File: config.mk
export PLATFORM = sky130hd
export DESIGN_NAME = target_frame_sequencer
export DESIGN_NICKNAME = d
export VERILOG_FILES = /design/src/rtl/marker_pkg.sv /design/src/rtl/target_frame_sequencer_if.sv /design/src/rtl/target_hold_slot.sv /design/src/rtl/target_frame_sequencer.sv
export SDC_FILE = /design/constraint.sdc
export NUM_CORES = 1
export LEC_CHECK = 0
export ABC_AREA = 1
export CORE_ASPECT_RATIO = 0.5
export CORE_MARGIN = 2
export CORE_UTILIZATION = 35
export DETAILED_ROUTE_END_ITERATION = 7
export MAX_ROUTING_LAYER = met4
export PLACE_DENSITY = 0.66
export SYNTH_ARGS = -nofsm -noshare
export SYNTH_HDL_FRONTEND = slang
export SYNTH_HIERARCHICAL = 1
export SYNTH_SLANG_ARGS = --single-unit
File: constraint.sdc
create_clock -name clk_in -period 1.95 [get_ports clk_in]
set_clock_uncertainty 0.15 [all_clocks]
set_input_delay 0.2925 -clock clk_in [delete_from_list [all_inputs] [get_ports clk_in]]
set_output_delay 0.2925 -clock clk_in [all_outputs]
set_load 0.01 [all_outputs]
File: src/rtl/marker_pkg.sv
// Shared types and width helpers for the marker target pipeline back end.
package marker_pkg;

    // Container width for stored coordinates; narrower fields are zero-extended into it.
    localparam int REC_W = 16;

    function automatic int calc_xw(input int screen_width);
        return $clog2(screen_width);
    endfunction

    function automatic int calc_yw(input int screen_height);
        return $clog2(screen_height) + 1;
    endfunction

    function automatic int calc_iw(input int num_targets);
        return (num_targets > 1) ? $clog2(num_targets) : 1;
    endfunction

    typedef enum logic {
        IDLE = 1'b0,
        SEND = 1'b1
    } state_t;

    typedef struct packed {
        logic [REC_W-1:0] x;
        logic [REC_W-1:0] y;
        logic [REC_W-1:0] diameter;
        logic             present;
        logic             fresh;
    } target_rec_t;

endpackage

File: src/rtl/target_frame_sequencer_if.sv
// Per-record streaming handshake between the frame sequencer and its consumer.
interface target_frame_sequencer_if #(
    parameter int XW = 11,
    parameter int YW = 11,
    parameter int IW = 2
);
    logic          valid;
    logic          ready;
    logic [IW-1:0] index;
    logic [XW-1:0] x;
    logic [YW-1:0] y;
    logic [YW-1:0] diameter;
    logic          present;
    logic          fresh;
    logic          frame_done;

    modport master (
        output valid, index, x, y, diameter, present, fresh, frame_done,
        input  ready
    );

    modport slave (
        input  valid, index, x, y, diameter, present, fresh, frame_done,
        output ready
    );
endinterface

File: src/rtl/target_hold_slot.sv
// One target slot: keeps the last record and coasts it for up to HOLD_FRAMES missed frames.
module target_hold_slot
    import marker_pkg::*;
#(
    parameter int XW          = 11,
    parameter int YW          = 11,
    parameter int HOLD_FRAMES = 3
) (
    input  logic          clk,
    input  logic          rst_n,
    input  logic          i_load,
    input  logic          i_detect,
    input  logic [XW-1:0] i_x,
    input  logic [YW-1:0] i_y,
    input  logic [YW-1:0] i_diameter,
    output target_rec_t   o_rec
);

    localparam int              MW       = (HOLD_FRAMES > 0) ? $clog2(HOLD_FRAMES + 1) : 1;
    localparam logic [MW-1:0]   HOLD_MAX = MW'(HOLD_FRAMES);

    target_rec_t   r_rec;
    logic [MW-1:0] r_miss;

    // NOTE: state is updated with <= so every slot samples the same pre-edge values.
    always_ff @(posedge clk or negedge rst_n) begin
        if (!rst_n) begin
            r_rec  <= '0;
            r_miss <= HOLD_MAX;
        end else if (i_load) begin
            if (i_detect) begin
                r_rec.x        <= REC_W'(i_x);
                r_rec.y        <= REC_W'(i_y);
                r_rec.diameter <= REC_W'(i_diameter);
                r_rec.present  <= 1'b1;
                r_rec.fresh    <= 1'b1;
                r_miss         <= '0;
            end else if (r_rec.present && (r_miss < HOLD_MAX)) begin
                r_rec.fresh <= 1'b0;
                r_miss      <= r_miss + MW'(1);
            end else begin
                r_rec  <= '0;
                r_miss <= HOLD_MAX;
            end
        end
    end

    assign o_rec = r_rec;

endmodule

File: src/rtl/target_frame_sequencer.sv
// Snapshots detector results on vsync, applies hold policy, and streams one record per target.
module target_frame_sequencer
    import marker_pkg::*;
#(
    parameter int NUM_TARGETS   = 4,
    parameter int SCREEN_WIDTH  = 1280,
    parameter int SCREEN_HEIGHT = 720,
    parameter int HOLD_FRAMES   = 3,
    parameter int FRAME_CNT_W   = 16,
    localparam int XW = calc_xw(SCREEN_WIDTH),
    localparam int YW = calc_yw(SCREEN_HEIGHT),
    localparam int IW = calc_iw(NUM_TARGETS)
) (
    input  logic                      clk_in,
    input  logic                      rst_n_in,
    input  logic                      vsync_in,
    input  logic [NUM_TARGETS*XW-1:0] xcount_in,
    input  logic [NUM_TARGETS*YW-1:0] ycount_in,
    input  logic [NUM_TARGETS*YW-1:0] diameter_in,
    input  logic [NUM_TARGETS-1:0]    valid_in,
    input  logic                      out_ready_in,
    output logic                      out_valid_out,
    output logic [IW-1:0]             out_index_out,
    output logic [XW-1:0]             out_x_out,
    output logic [YW-1:0]             out_y_out,
    output logic [YW-1:0]             out_diameter_out,
    output logic                      out_present_out,
    output logic                      out_fresh_out,
    output logic                      frame_done_out,
    output logic [FRAME_CNT_W-1:0]    frame_count_out,
    output logic                      overrun_out
);

    state_t                 r_state, w_state_next;
    logic                   r_vsync_q;
    logic [IW-1:0]          r_index, w_index_next;
    logic [FRAME_CNT_W-1:0] r_frame_cnt, w_frame_cnt_next;
    logic                   r_overrun, w_overrun_next;
    logic                   r_done;

    logic        w_edge, w_valid, w_hs, w_last, w_load;
    target_rec_t w_recs [NUM_TARGETS];
    target_rec_t w_cur;
    logic        w_unused_bits;

    target_frame_sequencer_if #(.XW(XW), .YW(YW), .IW(IW)) u_out_if ();

    assign w_edge  = vsync_in & ~r_vsync_q;
    assign w_valid = (r_state == SEND);
    assign w_hs    = w_valid & u_out_if.ready;
    assign w_last  = w_hs && (r_index == IW'(NUM_TARGETS - 1));

    for (genvar g = 0; g < NUM_TARGETS; g++) begin : g_slot
        target_hold_slot #(
            .XW          (XW),
            .YW          (YW),
            .HOLD_FRAMES (HOLD_FRAMES)
        ) u_slot (
            .clk        (clk_in),
            .rst_n      (rst_n_in),
            .i_load     (w_load),
            .i_detect   (valid_in[g]),
            .i_x        (xcount_in[g*XW +: XW]),
            .i_y        (ycount_in[g*YW +: YW]),
            .i_diameter (diameter_in[g*YW +: YW]),
            .o_rec      (w_recs[g])
        );
    end

    // NOTE: every output of this block gets a default first, so no path can infer a latch.
    always_comb begin
        w_state_next     = r_state;
        w_index_next     = r_index;
        w_frame_cnt_next = r_frame_cnt;
        w_overrun_next   = r_overrun;
        w_load           = 1'b0;
        case (r_state)
            IDLE: begin
                if (w_edge) begin
                    w_load           = 1'b1;
                    w_frame_cnt_next = r_frame_cnt + FRAME_CNT_W'(1);
                    w_index_next     = '0;
                    w_state_next     = SEND;
                end
            end
            SEND: begin
                if (w_hs) w_index_next = r_index + IW'(1);
                if (w_last) begin
                    w_index_next = '0;
                    if (w_edge) begin
                        w_load           = 1'b1;
                        w_frame_cnt_next = r_frame_cnt + FRAME_CNT_W'(1);
                    end else begin
                        w_state_next = IDLE;
                    end
                end else if (w_edge) begin
                    // Streaming still busy: the new frame is dropped and flagged.
                    w_overrun_next = 1'b1;
                end
            end
            default: w_state_next = IDLE;
        endcase
    end

    // NOTE: asynchronous active-low reset clears every state register, including the flags.
    always_ff @(posedge clk_in or negedge rst_n_in) begin
        if (!rst_n_in) begin
            r_state     <= IDLE;
            r_vsync_q   <= 1'b0;
            r_index     <= '0;
            r_frame_cnt <= '0;
            r_overrun   <= 1'b0;
            r_done      <= 1'b0;
        end else begin
            r_state     <= w_state_next;
            r_vsync_q   <= vsync_in;
            r_index     <= w_index_next;
            r_frame_cnt <= w_frame_cnt_next;
            r_overrun   <= w_overrun_next;
            r_done      <= w_last;
        end
    end

    assign w_cur         = w_recs[r_index];
    assign w_unused_bits = ^w_cur;

    // Record fields are forced to zero whenever no record is being offered.
    assign u_out_if.valid      = w_valid;
    assign u_out_if.index      = r_index;
    assign u_out_if.x          = w_valid ? w_cur.x[XW-1:0]        : '0;
    assign u_out_if.y          = w_valid ? w_cur.y[YW-1:0]        : '0;
    assign u_out_if.diameter   = w_valid ? w_cur.diameter[YW-1:0] : '0;
    assign u_out_if.present    = w_valid & w_cur.present;
    assign u_out_if.fresh      = w_valid & w_cur.fresh;
    assign u_out_if.frame_done = r_done;
    assign u_out_if.ready      = out_ready_in;

    assign out_valid_out    = u_out_if.valid;
    assign out_index_out    = u_out_if.index;
    assign out_x_out        = u_out_if.x;
    assign out_y_out        = u_out_if.y;
    assign out_diameter_out = u_out_if.diameter;
    assign out_present_out  = u_out_if.present;
    assign out_fresh_out    = u_out_if.fresh;
    assign frame_done_out   = u_out_if.frame_done;
    assign frame_count_out  = r_frame_cnt;
    assign overrun_out      = r_overrun;

endmodule

==> metrics.cfg <==
[run_status]
outcome=finished with violations
failed_checks=setup timing

[timing]
max_slew_headroom_at_the_worst_pin_pct=65.0
report.final.setup_viol=200
timing_worst_slew_pin_value_ns=0.519
worst_hold_slack_ns=0.189
report.final.hold_viol_count=0
setup_slack_ns=-0.344
period_needed_ns=2.29
finalMaxSlewViolations=0
tns_ns=-48.10
grt_setup_unrepaired=true
layout_worst_path_cycle_share_pct=118
max_freq_ghz=0.436

[critical_path]
cpMaxStageDelayCell=dfrtp_2
setup.worst_path.class=reg2out
worstPathArrival_ns=1.85
timing.critical_path.slowest_cell_delay_ns=0.49
critPathRequiredTime_ns=1.51
worstSetupStartpointType=flop
crit_path_max_fanout=6
crit_path_frequent_cell=nor2_1
crit_path_cell_trace=buf_6 > clkbuf_16 > nor2_1 > nor2_1 > o21ai_0 > a21oi_1 > buf_2
crit_path_end_kind=output pin

[place]
place_congestion=1.03
placedInstanceArea_um2=11100
io_buffer_count=195
dp_hpwl_mm=20.4

[grt]
groute.usage.overall_pct=23.2
globalRouteOverflowTotal=0
grt_start_max_net_pins=42
grt_pass1_wl_mm=43.3
first_global_vias=7810
antenna_found_initial=0

[routing]
drt.antenna.violating_nets=0
num_vias=8390
detail_route.first_pass.iterations=5
vias_per_cell=5.14
drc=0
drt-initial-drc-count=737
routed_wirelength_mm=30.8
route.detailed.wl_per_inst_um=18.8

[floorplanning]
io-pin-count=196
core.rowCount=39
start_util_pct=36.1
die_height_um=113
core_footprint_um2=23100
area_of_the_die_um2=25200
floorplan.die.width_um=223

[layout]
final_util_pct=54.2
layout-drive-gt1-share_pct=20.6
synthToLayoutAreaGrowth_pct=50.1
mostFrequentLayoutCells=355 x nand2_1, 161 x dfrtp_1, 156 x clkdlybuf4s50_1
postLayoutCellArea_um2=12500
final_common_cell=nand2_1
fillers=2104
nNetsFinal=1461
insertedDiodeCount=0

[cts]
clock_sink_count=170
tritoncts_clock_tree=built
clkLatencyLatePin_ns=0.43
max-clock-path-buffers=2
htreeDepth=4
tritoncts.num_buffers=17
cts_root_buf=clkbuf_16
cts.reportedPaths.clkPinSlew_ns=0.06

[synthesis]
syn_area_per_cell_um2=7.80
syn_inst=1071
synth_area_um2=8360
mappedNetlistNets=1217
synth.yosys.warnings=6

[pwr]
vdd_drop_max_uv=786
power_after_layout_uw=17700
static-leakage-power_uw=0.00616
power_density_nw_per_um2=1410

[worst_hold_path]
worstHoldPathType=in2reg

[job]
timing.max_cap.violations=0

==> metal layers <==
layer	part of all wire (%)	GRT usage, %	wire, µm
met1	44	32.0	13600
met2	47	34.9	14400
met3	7.0	4.86	2140
met4	1.9	6.04	597
met5	0	-	0
==> stage by stage <==
| step | setup WS (ns) | cells |
|---|---|---|
| final | -0.344 | 1633 |
| after global routing | -0.441 | 1633 |
| after CTS | -0.338 | 1614 |
| after detailed placement | -0.311 | 1573 |
| after global placement | -0.315 | 1573 |
| after floorplan | 0.269 | 1071 |
==> layout make-up <==
type | count | area [µm²] | share of cell area [%]
Timing Repair Buffer | 287 | 3130 | 24.9
Clock inverter | 8 | 145 | 1.16
Clock buffer | 22 | 454 | 3.62
Sequential cell | 170 | 4270 | 34.0
Tap cell | 307 | 384 | 3.06
Inverter | 37 | 154 | 1.23
Multi-Input combinational cell | 802 | 4020 | 32.0
==> registers in the layout, indices dropped and copies added (netlist names) <==
name                  cells
out_valid_out             1
g_slot.u_slot/r_miss      8
r_vsync_q                 1
frame_count_out          16
out_index_out             2
overrun_out               1
g_slot.u_slot/o_rec     140
frame_done_out            1
==> where the power goes <==
part | internal [µW] | switching (µW)
Clock | 2160 | 1420
Sequential | 4780 | 1090
Combinational | 3680 | 4600
==> repair_timing <==
action / in CTS / in global routing
hold buffers: 1 / 0
setup buffers: 5 / 7
gates resized for setup: 189 / 129
pin swaps: 17 / 36
endpoints found under the hold margin: 36 / 0
cloned: 5 / 14
endpoints found under the setup margin: 102 / 201
==> worst max-delay path, delay by kind of cell, from the launching register on <==
| family | cells | cell delay [ns] |
|---|---|---|
| AOI/OAI and AO/OA | 2 | 0.29 |
| DFF | 1 | 0.49 |
| buffers and inverters | 3 | 0.50 |
| and+or+nand+nor | 2 | 0.13 |
==> path summary, 6_finish.rpt <==
| check | startpoint | end | slack [ns] | cells past startpoint |
|---|---|---|---|---|
| setup / recovery | out_index_out[0]$_DFFE_PN0P_ | out_x_out[10] | -0.34 | 7 |
| hold / removal | vsync_in | r_vsync_q$_DFF_PN0_ | 0.19 | 1 |
| setup reg to reg | out_index_out[0]$_DFFE_PN0P_ | g_slot[3].u_slot/o_rec[21]$_DFFE_PN0P_ | -0.34 | 12 |
| hold reg to reg | g_slot[1].u_slot/r_miss[1]$_DFFE_PN1P_ | g_slot[1].u_slot/r_miss[1]$_DFFE_PN1P_ | 0.32 | 2 |
| max in group asynchronous | rst_n_in | g_slot[0].u_slot/o_rec[3]$_DFFE_PN0P_ | 0.79 | 3 |
| min in group asynchronous | rst_n_in | g_slot[3].u_slot/o_rec[24]$_DFFE_PN0P_ | 0.22 | 2 |
Power figures use the tool's default switching activity.
